==> src/rtl/alu_exec_stage_pkg.sv <==
// ALU execute-stage shared types: control encodings, ALUOp/funct codes
// and the combinational control decoder.
package alu_pkg;

  typedef enum logic [3:0] {
    CTRL_AND  = 4'd0,
    CTRL_OR   = 4'd1,
    CTRL_ADD  = 4'd2,
    CTRL_SUB  = 4'd6,
    CTRL_SLT  = 4'd7,
    CTRL_NOR  = 4'd12,
    CTRL_NAND = 4'd13
  } alu_ctrl_t;

  localparam logic [1:0] OP_ADD   = 2'b00;
  localparam logic [1:0] OP_SUB   = 2'b01;
  localparam logic [1:0] OP_RTYPE = 2'b10;
  localparam logic [1:0] OP_RAW   = 2'b11;

  localparam logic [5:0] F_AND  = 6'h24;
  localparam logic [5:0] F_OR   = 6'h25;
  localparam logic [5:0] F_ADD  = 6'h20;
  localparam logic [5:0] F_SUB  = 6'h22;
  localparam logic [5:0] F_SLT  = 6'h2A;
  localparam logic [5:0] F_NOR  = 6'h27;
  localparam logic [5:0] F_NAND = 6'h2C;

  typedef struct packed {
    alu_ctrl_t ctrl;
    logic      illegal;
  } dec_t;

  function automatic dec_t alu_decode(
    input logic [1:0] op,
    input logic [5:0] funct
  );
    dec_t d;
    d.ctrl    = CTRL_AND;
    d.illegal = 1'b0;
    unique case (op)
      OP_ADD: d.ctrl = CTRL_ADD;
      OP_SUB: d.ctrl = CTRL_SUB;
      OP_RTYPE: begin
        case (funct)
          F_AND:   d.ctrl = CTRL_AND;
          F_OR:    d.ctrl = CTRL_OR;
          F_ADD:   d.ctrl = CTRL_ADD;
          F_SUB:   d.ctrl = CTRL_SUB;
          F_SLT:   d.ctrl = CTRL_SLT;
          F_NOR:   d.ctrl = CTRL_NOR;
          F_NAND:  d.ctrl = CTRL_NAND;
          default: d.illegal = 1'b1;
        endcase
      end
      OP_RAW: begin
        if (funct[3:0] inside {4'd0, 4'd1, 4'd2, 4'd6,
                               4'd7, 4'd12, 4'd13})
          d.ctrl = alu_ctrl_t'(funct[3:0]);
        else
          d.illegal = 1'b1;
      end
    endcase
    return d;
  endfunction

endpackage

==> src/rtl/alu_exec_stage_if.sv <==
// Upstream/downstream handshake bundle for the ALU execute stage.
// master = producer/consumer side, slave = the stage itself.
interface alu_exec_stage_if #(
  parameter int WIDTH      = 32,
  parameter int REG_ADDR_W = 5
);
  logic                  in_valid;
  logic                  in_ready;
  logic [WIDTH-1:0]      in_a;
  logic [WIDTH-1:0]      in_b;
  logic [1:0]            in_alu_op;
  logic [5:0]            in_funct;
  logic [REG_ADDR_W-1:0] in_rd;
  logic                  flush;
  logic                  out_valid;
  logic                  out_ready;
  logic [WIDTH-1:0]      out_result;
  logic                  out_zero;
  logic                  out_overflow;
  logic [REG_ADDR_W-1:0] out_rd;
  logic                  out_illegal;

  modport master (
    output in_valid, in_a, in_b, in_alu_op,
    output in_funct, in_rd, flush, out_ready,
    input  in_ready, out_valid, out_result,
    input  out_zero, out_overflow, out_rd, out_illegal
  );

  modport slave (
    input  in_valid, in_a, in_b, in_alu_op,
    input  in_funct, in_rd, flush, out_ready,
    output in_ready, out_valid, out_result,
    output out_zero, out_overflow, out_rd, out_illegal
  );
endinterface

==> src/rtl/fullALU.sv <==
// Combinational ALU: AND/OR/ADD/SUB/SLT/NOR/NAND with Zero and
// signed Overflow (SLT reports the overflow of its internal subtract).
module fullALU #(
  parameter int WIDTH = 32
) (
  input  logic [WIDTH-1:0] A,
  input  logic [WIDTH-1:0] B,
  input  logic [3:0]       ALUCtrl,
  output logic [WIDTH-1:0] Result,
  output logic             Zero,
  output logic             Overflow
);
  logic [WIDTH-1:0] sum;
  logic [WIDTH-1:0] diff;
  logic             add_ovf;
  logic             sub_ovf;

  assign sum     = A + B;
  assign diff    = A - B;
  assign add_ovf = (A[WIDTH-1] == B[WIDTH-1]) &&
                   (sum[WIDTH-1] != A[WIDTH-1]);
  assign sub_ovf = (A[WIDTH-1] != B[WIDTH-1]) &&
                   (diff[WIDTH-1] != A[WIDTH-1]);

  always_comb begin
    Result   = '0;
    Overflow = 1'b0;
    case (ALUCtrl)
      4'd0:  Result = A & B;
      4'd1:  Result = A | B;
      4'd2: begin
        Result   = sum;
        Overflow = add_ovf;
      end
      4'd6: begin
        Result   = diff;
        Overflow = sub_ovf;
      end
      4'd7: begin
        Result[0] = diff[WIDTH-1] ^ sub_ovf;
        Overflow  = sub_ovf;
      end
      4'd12: Result = ~(A | B);
      4'd13: Result = ~(A & B);
      default: Result = '0;
    endcase
  end

  assign Zero = (Result == '0);
endmodule

==> src/rtl/alu_exec_stage.sv <==
// Two-stage execute pipeline: ID/EX register feeding fullALU, then an
// EX/WB result register, both with valid/ready back-pressure and flush.
module alu_exec_stage
  import alu_pkg::*;
#(
  parameter int WIDTH      = 32,
  parameter int REG_ADDR_W = 5
) (
  input logic             clk,
  input logic             reset_n,
  alu_exec_stage_if.slave io
);
  logic                  s1_valid_q, s1_valid_d;
  logic                  s2_valid_q, s2_valid_d;
  logic [WIDTH-1:0]      s1_a_q, s1_a_d;
  logic [WIDTH-1:0]      s1_b_q, s1_b_d;
  alu_ctrl_t             s1_ctrl_q, s1_ctrl_d;
  logic [REG_ADDR_W-1:0] s1_rd_q, s1_rd_d;
  logic                  s1_ill_q, s1_ill_d;
  logic [WIDTH-1:0]      s2_res_q, s2_res_d;
  logic                  s2_zero_q, s2_zero_d;
  logic                  s2_ovf_q, s2_ovf_d;
  logic [REG_ADDR_W-1:0] s2_rd_q, s2_rd_d;
  logic                  s2_ill_q, s2_ill_d;

  logic             s2_adv, s1_adv;
  logic             s1_load, s2_load;
  dec_t             dec;
  logic [WIDTH-1:0] alu_res;
  logic             alu_zero;
  logic             alu_ovf;

  assign dec     = alu_decode(io.in_alu_op, io.in_funct);
  assign s2_adv  = !s2_valid_q || io.out_ready;
  assign s1_adv  = !s1_valid_q || s2_adv;
  assign s1_load = io.in_valid && s1_adv && !io.flush;
  assign s2_load = s1_valid_q && s2_adv && !io.flush;

  fullALU #(.WIDTH(WIDTH)) u_alu (
    .A        (s1_a_q),
    .B        (s1_b_q),
    .ALUCtrl  (s1_ctrl_q),
    .Result   (alu_res),
    .Zero     (alu_zero),
    .Overflow (alu_ovf)
  );

  always_comb begin
    s1_valid_d = s1_valid_q;
    s2_valid_d = s2_valid_q;
    s1_a_d     = s1_a_q;
    s1_b_d     = s1_b_q;
    s1_ctrl_d  = s1_ctrl_q;
    s1_rd_d    = s1_rd_q;
    s1_ill_d   = s1_ill_q;
    s2_res_d   = s2_res_q;
    s2_zero_d  = s2_zero_q;
    s2_ovf_d   = s2_ovf_q;
    s2_rd_d    = s2_rd_q;
    s2_ill_d   = s2_ill_q;

    if (s1_load) begin
      s1_valid_d = 1'b1;
      s1_a_d     = io.in_a;
      s1_b_d     = io.in_b;
      s1_ctrl_d  = dec.ctrl;
      s1_rd_d    = io.in_rd;
      s1_ill_d   = dec.illegal;
    end else if (s2_load) begin
      s1_valid_d = 1'b0;
    end

    if (s2_load) begin
      s2_valid_d = 1'b1;
      s2_rd_d    = s1_rd_q;
      s2_ill_d   = s1_ill_q;
      // illegal ops present a clean all-zero result
      s2_res_d   = s1_ill_q ? '0 : alu_res;
      s2_zero_d  = !s1_ill_q && alu_zero;
      s2_ovf_d   = !s1_ill_q && alu_ovf;
    end else if (io.out_ready) begin
      s2_valid_d = 1'b0;
    end

    if (io.flush) begin
      s1_valid_d = 1'b0;
      s2_valid_d = 1'b0;
    end
  end

  always_ff @(posedge clk) begin
    if (!reset_n) begin
      s1_valid_q <= 1'b0;
      s2_valid_q <= 1'b0;
      s2_res_q   <= '0;
      s2_zero_q  <= 1'b0;
      s2_ovf_q   <= 1'b0;
      s2_rd_q    <= '0;
      s2_ill_q   <= 1'b0;
    end else begin
      s1_valid_q <= s1_valid_d;
      s2_valid_q <= s2_valid_d;
      s2_res_q   <= s2_res_d;
      s2_zero_q  <= s2_zero_d;
      s2_ovf_q   <= s2_ovf_d;
      s2_rd_q    <= s2_rd_d;
      s2_ill_q   <= s2_ill_d;
    end
  end

  always_ff @(posedge clk) begin
    s1_a_q    <= s1_a_d;
    s1_b_q    <= s1_b_d;
    s1_ctrl_q <= s1_ctrl_d;
    s1_rd_q   <= s1_rd_d;
    s1_ill_q  <= s1_ill_d;
  end

  assign io.in_ready     = s1_adv || io.flush;
  assign io.out_valid    = s2_valid_q;
  assign io.out_result   = s2_res_q;
  assign io.out_zero     = s2_zero_q;
  assign io.out_overflow = s2_ovf_q;
  assign io.out_rd       = s2_rd_q;
  assign io.out_illegal  = s2_ill_q;
endmodule
==> src/flat_wrapper.sv <==
// flat-port wrapper written by rule: the top's interface ports become plain ports
module alu_exec_stage_flat import alu_pkg::*;
#(
  parameter int WIDTH      = 32,
  parameter int REG_ADDR_W = 5
)
  (clk, reset_n, io_in_valid, io_in_a, io_in_b, io_in_alu_op, io_in_funct, io_in_rd, io_flush, io_out_ready, io_in_ready, io_out_valid, io_out_result, io_out_zero, io_out_overflow, io_out_rd, io_out_illegal);
  alu_exec_stage_if #(.WIDTH(WIDTH), .REG_ADDR_W(REG_ADDR_W)) io_i ();
  input logic clk;
  input logic reset_n;
  input wire logic [$bits(io_i.in_valid)-1:0] io_in_valid;
  input wire logic [$bits(io_i.in_a)-1:0] io_in_a;
  input wire logic [$bits(io_i.in_b)-1:0] io_in_b;
  input wire logic [$bits(io_i.in_alu_op)-1:0] io_in_alu_op;
  input wire logic [$bits(io_i.in_funct)-1:0] io_in_funct;
  input wire logic [$bits(io_i.in_rd)-1:0] io_in_rd;
  input wire logic [$bits(io_i.flush)-1:0] io_flush;
  input wire logic [$bits(io_i.out_ready)-1:0] io_out_ready;
  output wire logic [$bits(io_i.in_ready)-1:0] io_in_ready;
  output wire logic [$bits(io_i.out_valid)-1:0] io_out_valid;
  output wire logic [$bits(io_i.out_result)-1:0] io_out_result;
  output wire logic [$bits(io_i.out_zero)-1:0] io_out_zero;
  output wire logic [$bits(io_i.out_overflow)-1:0] io_out_overflow;
  output wire logic [$bits(io_i.out_rd)-1:0] io_out_rd;
  output wire logic [$bits(io_i.out_illegal)-1:0] io_out_illegal;
  assign io_i.in_valid = io_in_valid;
  assign io_i.in_a = io_in_a;
  assign io_i.in_b = io_in_b;
  assign io_i.in_alu_op = io_in_alu_op;
  assign io_i.in_funct = io_in_funct;
  assign io_i.in_rd = io_in_rd;
  assign io_i.flush = io_flush;
  assign io_i.out_ready = io_out_ready;
  assign io_in_ready = io_i.in_ready;
  assign io_out_valid = io_i.out_valid;
  assign io_out_result = io_i.out_result;
  assign io_out_zero = io_i.out_zero;
  assign io_out_overflow = io_i.out_overflow;
  assign io_out_rd = io_i.out_rd;
  assign io_out_illegal = io_i.out_illegal;
  alu_exec_stage #(.WIDTH(WIDTH), .REG_ADDR_W(REG_ADDR_W)) u_core (.clk(clk), .reset_n(reset_n), .io(io_i));
endmodule
==> config.mk <==
export PLATFORM = sky130hd
export DESIGN_NAME = alu_exec_stage_flat
export DESIGN_NICKNAME = d
export VERILOG_FILES = /design/src/rtl/alu_exec_stage_pkg.sv /design/src/rtl/alu_exec_stage_if.sv /design/src/rtl/fullALU.sv /design/src/rtl/alu_exec_stage.sv /design/src/flat_wrapper.sv
export SDC_FILE = /design/constraint.sdc
export NUM_CORES = 1
export LEC_CHECK = 0
export CORE_ASPECT_RATIO = 1.1
export CORE_MARGIN = 5
export CORE_UTILIZATION = 50
export CTS_CLUSTER_SIZE = 28
export DETAILED_ROUTE_END_ITERATION = 12
export HOLD_SLACK_MARGIN = 0.02
export PLACE_DENSITY_LB_ADDON = 0.2
export SLEW_MARGIN = 20
export SYNTH_ARGS = -nofsm -noshare
export SYNTH_HDL_FRONTEND = slang
export SYNTH_SLANG_ARGS = --single-unit
export TNS_END_PERCENT = 20
==> constraint.sdc <==
create_clock -name clk -period 15.1 [get_ports clk]
set_input_delay 1.51 -clock clk [delete_from_list [all_inputs] [get_ports clk]]
set_output_delay 1.51 -clock clk [all_outputs]
set_load 0.005 [all_outputs]
==> run metrics <==
Skew-Pair Late Insertion Delay=between 0.4 and 0.5 ns; cell total after placement=1477; number of global-route vias before repair=9235; Worst Clk Skew=between 0.01 and 0.015 ns; CP Max Fanout=6; grt met3 use=0.0460; Post-synth top flop=edfxtp_1; fin crit period=6.00 ns; cell area after synthesis=around 10000 um2; count of final hold-check violations=0; Setup TNS Final=0 ns; die width=145 um; Starting Density=0.505; Residual DRC=0; CTS sink cnt=around 120; Overall Power=1.07 mW; Yosys top cell by area=edfxtp_1; fin. max-slew vios=0; fin area=between 10000 and 15000 um2; Synth top cells by count=ha_1 (103), inv_1 (93), a21oi_1 (78); Via Count=9769; Crit Path Class=flop to flop; nets@finish=1432; grt met1 use=0.358; clock transition at the registers of the reported paths=0.06 ns; Syn. warnings=0; # Post-CTS Setup Buffers=0; RSZ-0062 raised after global routing=no; Final Core Density=0.603; status=complete, no violations; grt ovf=0; IO buf count=123; initial antenna violation count=0; fraction of registers with async set/reset=0; Ports=124; dpl ws=9.15 ns; TritonCTS buffer count=17; drt pass-1 iters=6; Hold Slack=between 0.4 and 0.5 ns; core footprint=19800 um2; busiest grt layer=met2; cell area power density=90.0 nW/um2; Worst slew margin=0.351; Antenna Nets Post-Route=0; Post-CTS Resized=0; Root Driver=clkbuf_16; setup violators final=0; Post-Syn Instances=1166; register area share after synthesis=0.306; worst min-delay path class=flop to flop; Syn Area/Cell=8.58 um2; Yosys cell types=84; worst vdd ir=slightly below 0.08 mV; cts hold-fix bufs=0; Area Overhead vs Synth=19.3%; CP Capture Type=flop; share of cells above drive strength 1=0.0716; dpl hpwl=22.9 mm; crit path launch type=flop; fmax=167 MHz; overall routing resource usage=0.280; placed standard-cell area=11400 um2; final wirelength=32.3 mm; worst-margin pin slew=just under 1 ns; ranking of synthesized cells by area=edfxtp_1 (22%), ha_1 (13%), dfxtp_1 (8.4%); die height=roughly 160 um; Synthesized Nets=1354; WP data arrival=6.36 ns; Pleak=4.67 nW; Post-synth EDFFs=74; top-count cell post-synth=ha_1; CP Data Required Time=15.47 ns; site row count=54; Yosys top cell area share=0.222; largest net degree at the start of global routing=75; die area=22900 um2; 1st-iter DRT viols=942; Vias/cell=6.47; Yosys reg bits=around 120; global-route wire length before repair=50.3 mm; Finished Layout Cells=1509; maximum buffer depth of the clock tree=2; Tcrit/Tclk final=0.397; htree depth=4; Max Cap Violations=0; TritonCTS clock tree=built; post-route setup slack=9.10 ns; Avg WL per Cell=21.4 um; global placer's final weighted congestion=approximately 0.99; antenna cells=0; met2 global-route usage=0.460
registers in the layout, indices dropped and copies added (netlist names):
signal and cells:
u_core.io.out_result 32, u_core.s1_a_q 32, u_core.s1_b_q 32, u_core.io.out_rd 5
u_core.s1_rd_q 5, u_core.s1_ctrl_q 4, u_core.io.out_illegal 1, u_core.io.out_overflow 1
u_core.io.out_valid 1, u_core.io.out_zero 1, u_core.s1_ill_q 1, u_core.s1_valid_q 1
cell families after synthesis:
family | share of synthesized area
compound gates | 0.288
xor+xnor | 0.00438
fa+ha+maj | 0.135
buf+inv | 0.0698
flops | 0.306
mux | 0.0161
simple gates | 0.181
critical path: stages (launching register included):
cell and delay, ns:
edfxtp_1 0.39, inv_1 0.18, ha_1 0.27, nor2_1 0.16
o311ai_1 0.16, a2111oi_1 0.47, buf_4 0.21, o21ai_0 0.18
a21boi_0 0.29, o22ai_1 0.17, o31ai_1 0.34, a21oi_1 0.12
nor2_1 0.09, nor2_1 0.06, fa_1 0.37, a31oi_1 0.18
o31ai_1 0.11, or3_1 0.33, or4_1 0.51, a2111oi_2 0.37
nand4_1 0.15, or4_1 0.48, nor3_1 0.21, a32o_1 0.14
power by group:
group / internal, mW / switching, mW
Sequential: 0.355 / 0.0120
Combinational: 0.123 / 0.194
Clock: 0.230 / 0.161
path summary, 6_finish.rpt:
path              cells past startpoint                      from                        to  slack (ns)
setup / recovery                     23          u_core.s1_b_q[1]        u_core.io.out_zero        9.10
hold / removal                        2  u_core.io.out_result[22]  u_core.io.out_result[22]        0.46
setup reg to reg                     23          u_core.s1_b_q[1]        u_core.io.out_zero        9.10
hold reg to reg                       2  u_core.io.out_result[22]  u_core.io.out_result[22]        0.46
area by class of cell:
| cell class | count | area [um2] |
|---|---|---|
| clock buffers | 22 | 487 |
| clock inverters | 10 | 71.3 |
| fillers | 1804 | 7860 |
| inverters | 97 | 364 |
| multi-input cells | 871 | 6270 |
| flip-flops and latches | 116 | 3060 |
| well taps | 252 | 315 |
| repair buffers | 141 | 1370 |
placed cells by master, fill, tap and decap left out, types with 18 or more instances in the layout:
cell | Yosys | final
clkdlybuf4s50_1 | 0 | 123
nor2b_1 | 43 | 43
nor2_1 | 67 | 66
a221oi_1 | 22 | 22
o221ai_1 | 18 | 18
ha_1 | 103 | 103
nor3_1 | 41 | 40
buf_4 | 4 | 18
o21ai_0 | 44 | 44
dfxtp_1 | 42 | 42
clkbuf_16 | 0 | 19
nand3_1 | 26 | 26
inv_1 | 93 | 93
a21oi_1 | 78 | 77
nand2_1 | 76 | 75
edfxtp_1 | 74 | 74
and2_1 | 20 | 19
routing by layer:
layer,wire [um],vias to the layer above
met5,0,-
met4,1400,0
met3,2360,100
met2,15400,474
met1,13100,4653
li1,-,4542
(Power assumes the default switching activity.)
